===== src/rtl/stavka_pkg.sv =====
`default_nettype none
// ============================================================================
//  Module      : stavka_pkg
//  Description : Shared widths, data types and opcodes for the stavka_c unit.
//  Revision    : 1.0 - initial release
// ============================================================================
package stavka_pkg;

    localparam int DATA_W = 4;
    localparam int CNT_W  = 8;

    typedef logic [DATA_W-1:0] data_t;
    typedef logic [CNT_W-1:0]  cnt_t;
    typedef logic [2:0]        op_t;

    localparam op_t OP_HOLD = 3'b000;
    localparam op_t OP_LOAD = 3'b001;
    localparam op_t OP_CLR  = 3'b010;
    localparam op_t OP_SHL  = 3'b011;
    localparam op_t OP_SHR  = 3'b100;
    localparam op_t OP_ROL  = 3'b101;
    localparam op_t OP_ROR  = 3'b110;
    localparam op_t OP_DBL  = 3'b111;

endpackage
`default_nettype wire


===== src/rtl/stavka_c_if.sv =====
`default_nettype none
// ============================================================================
//  Module      : stavka_c_if
//  Description : Operand/opcode inputs and observed result/count of stavka_c.
//  Revision    : 1.0 - initial release
// ============================================================================
interface stavka_c_if;
    import stavka_pkg::*;

    data_t data_in;
    op_t   control;
    data_t data_out;
    cnt_t  counter;

    modport master (
        output data_in,
        output control,
        input  data_out,
        input  counter
    );

    modport slave (
        input  data_in,
        input  control,
        output data_out,
        output counter
    );

endinterface
`default_nettype wire


===== src/rtl/stavka_c_alu.sv =====
`default_nettype none
// ============================================================================
//  Module      : stavka_c_alu
//  Description : Combinational next-word selection and count-enable decode.
//  Revision    : 1.0 - initial release
// ============================================================================
module stavka_c_alu
    import stavka_pkg::*;
(
    input  wire data_t i_q,
    input  wire data_t i_d,
    input  wire op_t   i_control,
    output data_t      o_next_q,
    output logic       o_counts
);

    always_comb begin
        o_next_q = i_q;
        // Every opcode except HOLD counts, even when the word does not change.
        o_counts = (i_control != OP_HOLD);
        case (i_control)
            OP_HOLD: o_next_q = i_q;
            OP_LOAD: o_next_q = i_d;
            OP_CLR:  o_next_q = '0;
            OP_SHL:  o_next_q = {i_q[2:0], 1'b0};
            OP_SHR:  o_next_q = {1'b0, i_q[3:1]};
            OP_ROL:  o_next_q = {i_q[2:0], i_q[3]};
            OP_ROR:  o_next_q = {i_q[0], i_q[3:1]};
            OP_DBL:  o_next_q = {i_d[2:0], 1'b0};
            default: o_next_q = i_q;
        endcase
    end

endmodule
`default_nettype wire


===== src/rtl/stavka_c.sv =====
`default_nettype none
// ============================================================================
//  Module      : stavka_c
//  Description : Registered 4-bit shift/double unit with 8-bit op counter.
//  Revision    : 1.0 - initial release
// ============================================================================
module stavka_c
    import stavka_pkg::*;
(
    input  wire logic  clk,
    input  wire logic  rst,
    stavka_c_if.slave  bus
);

    data_t r_q;
    cnt_t  r_cnt;
    data_t w_next_q;
    logic  w_counts;

    stavka_c_alu u_alu (
        .i_q       (r_q),
        .i_d       (bus.data_in),
        .i_control (bus.control),
        .o_next_q  (w_next_q),
        .o_counts  (w_counts)
    );

    // Reset wins over any opcode presented on the same edge.
    always_ff @(posedge clk) begin
        if (rst) begin
            r_q   <= '0;
            r_cnt <= '0;
        end else begin
            r_q <= w_next_q;
            if (w_counts) begin
                r_cnt <= r_cnt + CNT_W'(1);
            end
        end
    end

    assign bus.data_out = r_q;
    assign bus.counter  = r_cnt;

endmodule
`default_nettype wire


===== src/flat_wrapper.sv =====
// flat-port wrapper written by rule: the top's interface ports become plain ports
module stavka_c_flat import stavka_pkg::*;
  (clk, rst, bus_data_in, bus_control, bus_data_out, bus_counter);
  stavka_c_if bus_i ();
  input  wire logic clk;
  input  wire logic rst;
  input wire logic [$bits(bus_i.data_in)-1:0] bus_data_in;
  input wire logic [$bits(bus_i.control)-1:0] bus_control;
  output wire logic [$bits(bus_i.data_out)-1:0] bus_data_out;
  output wire logic [$bits(bus_i.counter)-1:0] bus_counter;
  assign bus_i.data_in = bus_data_in;
  assign bus_i.control = bus_control;
  assign bus_data_out = bus_i.data_out;
  assign bus_counter = bus_i.counter;
  stavka_c u_core (.clk(clk), .rst(rst), .bus(bus_i));
endmodule

===== config.mk =====
export PLATFORM = sky130hd
export DESIGN_NAME = stavka_c_flat
export DESIGN_NICKNAME = d
export VERILOG_FILES = /design/src/rtl/stavka_pkg.sv /design/src/rtl/stavka_c_if.sv /design/src/rtl/stavka_c_alu.sv /design/src/rtl/stavka_c.sv /design/src/flat_wrapper.sv
export SDC_FILE = /design/constraint.sdc
export NUM_CORES = 1
export LEC_CHECK = 0
export CAP_MARGIN = 20
export CORE_MARGIN = 2
export CORE_UTILIZATION = 25
export DETAILED_ROUTE_END_ITERATION = 8
export HOLD_SLACK_MARGIN = 0.03
export PLACE_DENSITY_LB_ADDON = 0.25
export SLEW_MARGIN = 20
export SYNTH_ARGS = -nofsm -noshare
export SYNTH_HDL_FRONTEND = slang
export SYNTH_SLANG_ARGS = --single-unit

===== constraint.sdc =====
create_clock -name clk -period 3.75 [get_ports clk]
set_clock_uncertainty 0.05 [all_clocks]
set_input_delay 0.75 -clock clk [delete_from_list [all_inputs] [get_ports clk]]
set_output_delay 0.75 -clock clk [all_outputs]
set_load 0.03 [all_outputs]

==> impl_metrics.tcl <==
set metrics [dict create \
    drtIter0Drc 15 \
    r2r-start "u_core.bus.counter[2]" \
    hold_viol_final 0 \
    synth_compound_area_share_pct 21.13 \
    cts_hold_buffers 0 \
    clock_latency_ps 270 \
    max-slew-margin-rel_pct 67.36 \
    rsz0062_at_grt "no" \
    drive_above_1_share_pct 8.163 \
    top_layer_used "met4" \
    met3_wirelength_um 94 \
    syn_area_um2 663.1 \
    crit_cells 4 \
    worst-r2r-cell-count 3 \
    htree_levels 1 \
    clkTransAtPathRegs_ps 70 \
    r2r_slack_ps 2300 \
    die_x_um 55.50 \
    cts-root-buf "clkbuf_4" \
    rows 18 \
    cp_cell_sequence "clkdlybuf4s50_1 -> or3_1 -> nand4_1 -> mux2_1" \
    seq_area_frac_synth_pct 36.23 \
    finalWirelength_um 1609 \
    post_cts_buffers 0 \
    finalCriticalPeriod_ps 2346 \
    grt_antenna_before_repair 0 \
    num_antenna_cells 0 \
    p_leak_nw 0.3063 \
    dr.pass1.iters 4 \
    path_buf_inv 1 \
    setup_viol 0 \
    cp-endpoint "u_core.bus.counter[3]" \
    nNetsFinal 110 \
    ys_types 30 \
    min_period_over_period_pct 62.56 \
    cpMaxStageDelayCell "clkdlybuf4s50_1" \
    power_w 0.0002835 \
    dr_wl_met2_um 730 \
    synth_top_family_by_area "simple AND/OR/NAND/NOR gates" \
    vias_per_cell 5.281 \
    irDropWorstVdd_uv 128.0 \
    io_pins 21 \
    grt_use_total_pct 10.63 \
    critPathKind "primary input to register" \
    power_density_nw_per_um2 316.9 \
    cts_buffers 3 \
    arrival_ps 2450 \
    endpoint_kind "register" \
    ys_seq_elements 12 \
    gp_congestion 0.8220 \
    cap_viol_max_count 0 \
    fmax_ghz 0.4263 \
    tightest_slew_ps 488.1 \
    stdcell_area_um2 894.6 \
    hpwl_um 1172 \
    start_util_pct 26.53 \
    setup_tns_ps 0 \
    cp.required_ps 3860 \
    clk_path_buf_depth 2 \
    reg2reg_to "u_core.bus.counter[7]" \
    grt_max_degree 16 \
    hp-class "register to register" \
    crit_start "bus_control[0]" \
    yosys_warnings 0 \
    grt_pass1_wl_um 2615 \
    start_kind "primary input" \
    die-area_um2 3080 \
    synth.mux.area_fraction_pct 3.396 \
    synth_fp_nets 90 \
    slowest_delay_ps 650 \
    placed_area_um2 872.1 \
    synthAdderAreaFrac_pct 1.887 \
    avgRoutedWirePerCell_um 12.57 \
    avgSynthCellArea_um2 8.289 \
    critPathMaxFanout 14 \
    syn_inst 80 \
    final_max_slew_viol_count 0 \
    cts_tree "built" \
    syn2layout_area_growth_pct 34.91 \
    synth_xor_area_share_pct 3.962 \
    status "completed" \
    critPathTopFamily "simple AND/OR/NAND/NOR gates" \
    cts_resized 0 \
    met1Wirelength_um 764 \
    core_um2 2500 \
    die_y_um 55.50 \
    synth_simple_gate_area_share_pct 28.49 \
    gr-total-overflow 0 \
    numClockSinks 12 \
    grt_pass1_vias 595 \
    drtAntennaViolNets 0 \
    remaining_drc_errors 0 \
    numPortBuffers 20 \
    routed-via-count 676 \
]
## tightest hold or removal path, stage by stage, from the launching register on
cell	delay, ps
dfxtp_1	330
o31ai_1	70
a21oi_1	60
## registers in the layout, summed over array words and instances, names as in the netlist
register / count
u_core.bus.counter: 8
u_core.bus.data_out: 4
## cell usage after synthesis, drive strengths merged
cell	number	area, um2
nor3	1	10.01
a21o	3	22.52
buf	4	25.02
a31oi	3	18.77
a311oi	2	17.52
xnor2	1	8.760
nand4	2	12.51
o21ai	3	15.01
o31ai	2	20.02
nor4b	1	8.760
mux2	2	22.52
or4	1	7.510
clkbuf	1	3.750
or2	1	6.260
nand2b	1	6.260
o221a	1	11.26
xor2	2	17.52
nand3	4	20.02
nor2b	2	12.51
nor2	7	26.28
ha	1	12.51
a21oi	7	35.03
nand2	9	33.78
and4	3	26.28
dfxtp	12	240.2
or3	3	18.77
inv	1	3.750
## worst min-delay path by stage
stage                          start  cells after the start  slack (ps)                    end
2_1_floorplan  u_core.bus.counter[1]                      2         560  u_core.bus.counter[1]
3_3_place_gp   u_core.bus.counter[6]                      2         440  u_core.bus.counter[6]
3_5_place_dp   u_core.bus.counter[5]                      2         450  u_core.bus.counter[5]
4_1_cts        u_core.bus.counter[5]                      2         460  u_core.bus.counter[5]
5_1_grt        u_core.bus.counter[5]                      2         480  u_core.bus.counter[5]
6_report       u_core.bus.counter[5]                      2         450  u_core.bus.counter[5]
## stage by stage
stage	worst slack, ps	hold slack, ps	util, %	cells
floorplan	1929	559.1	-	80
global placement	1164	441.9	34.88	125
detailed placement	1126	445.6	34.88	125
CTS	1423	456.3	35.79	128
global route	1334	482.9	35.79	128
finish	1404	453.6	35.79	128
## metal layers
metal	track usage, %	vias to the layer above
li1	-	330
met1	13.11	319
met2	16.33	23
met3	3.044	4
met4	6.272	0
met5	0	-
## cell families (layout without fill, tap and decap cells)
kind of cell / Yosys count / after routing
xor+xnor: 3 / 3
flops: 12 / 12
simple gates: 35 / 35
mux: 2 / 2
fa+ha+maj: 1 / 1
buf+inv: 6 / 24
compound gates: 21 / 21
## placed cells by master (no fill, tap or decap)
cell and instances:
clkdlybuf4s50_1 20, dfxtp_1 12, nand2_1 9, nor2_1 7, a21oi_1 7, nand3_1 4, a21o_1 3, and4_1 3
or3_1 3, o21ai_0 3, a31oi_1 3, clkbuf_4 3, nor2b_1 2, nand4_1 2, xor2_1 2, a311oi_1 2
nor3_2 1, nor4b_1 1, mux2_2 1, or2_2 1, inv_1 1, xnor2_1 1, nand2b_1 1, o221a_2 1
o31ai_2 1, o31ai_1 1, or4_1 1, mux2_1 1, ha_1 1
## report_power, final
part	switching, W	internal (W)
Clock	0.0000401	0.0000371
Combinational	0.0000354	0.0000285
Sequential	0.00000864	0.000134
## layout make-up
type                       instances  area (um2)
clock buffer                       3       22.52
fill                             261        1605
inverter                           1       3.754
multi-input combinational         62       390.4
sequential                        12       240.2
tap                               30       37.54
timing repair buffer              20       200.2
No activity file was read; power rests on OpenSTA's default activity.
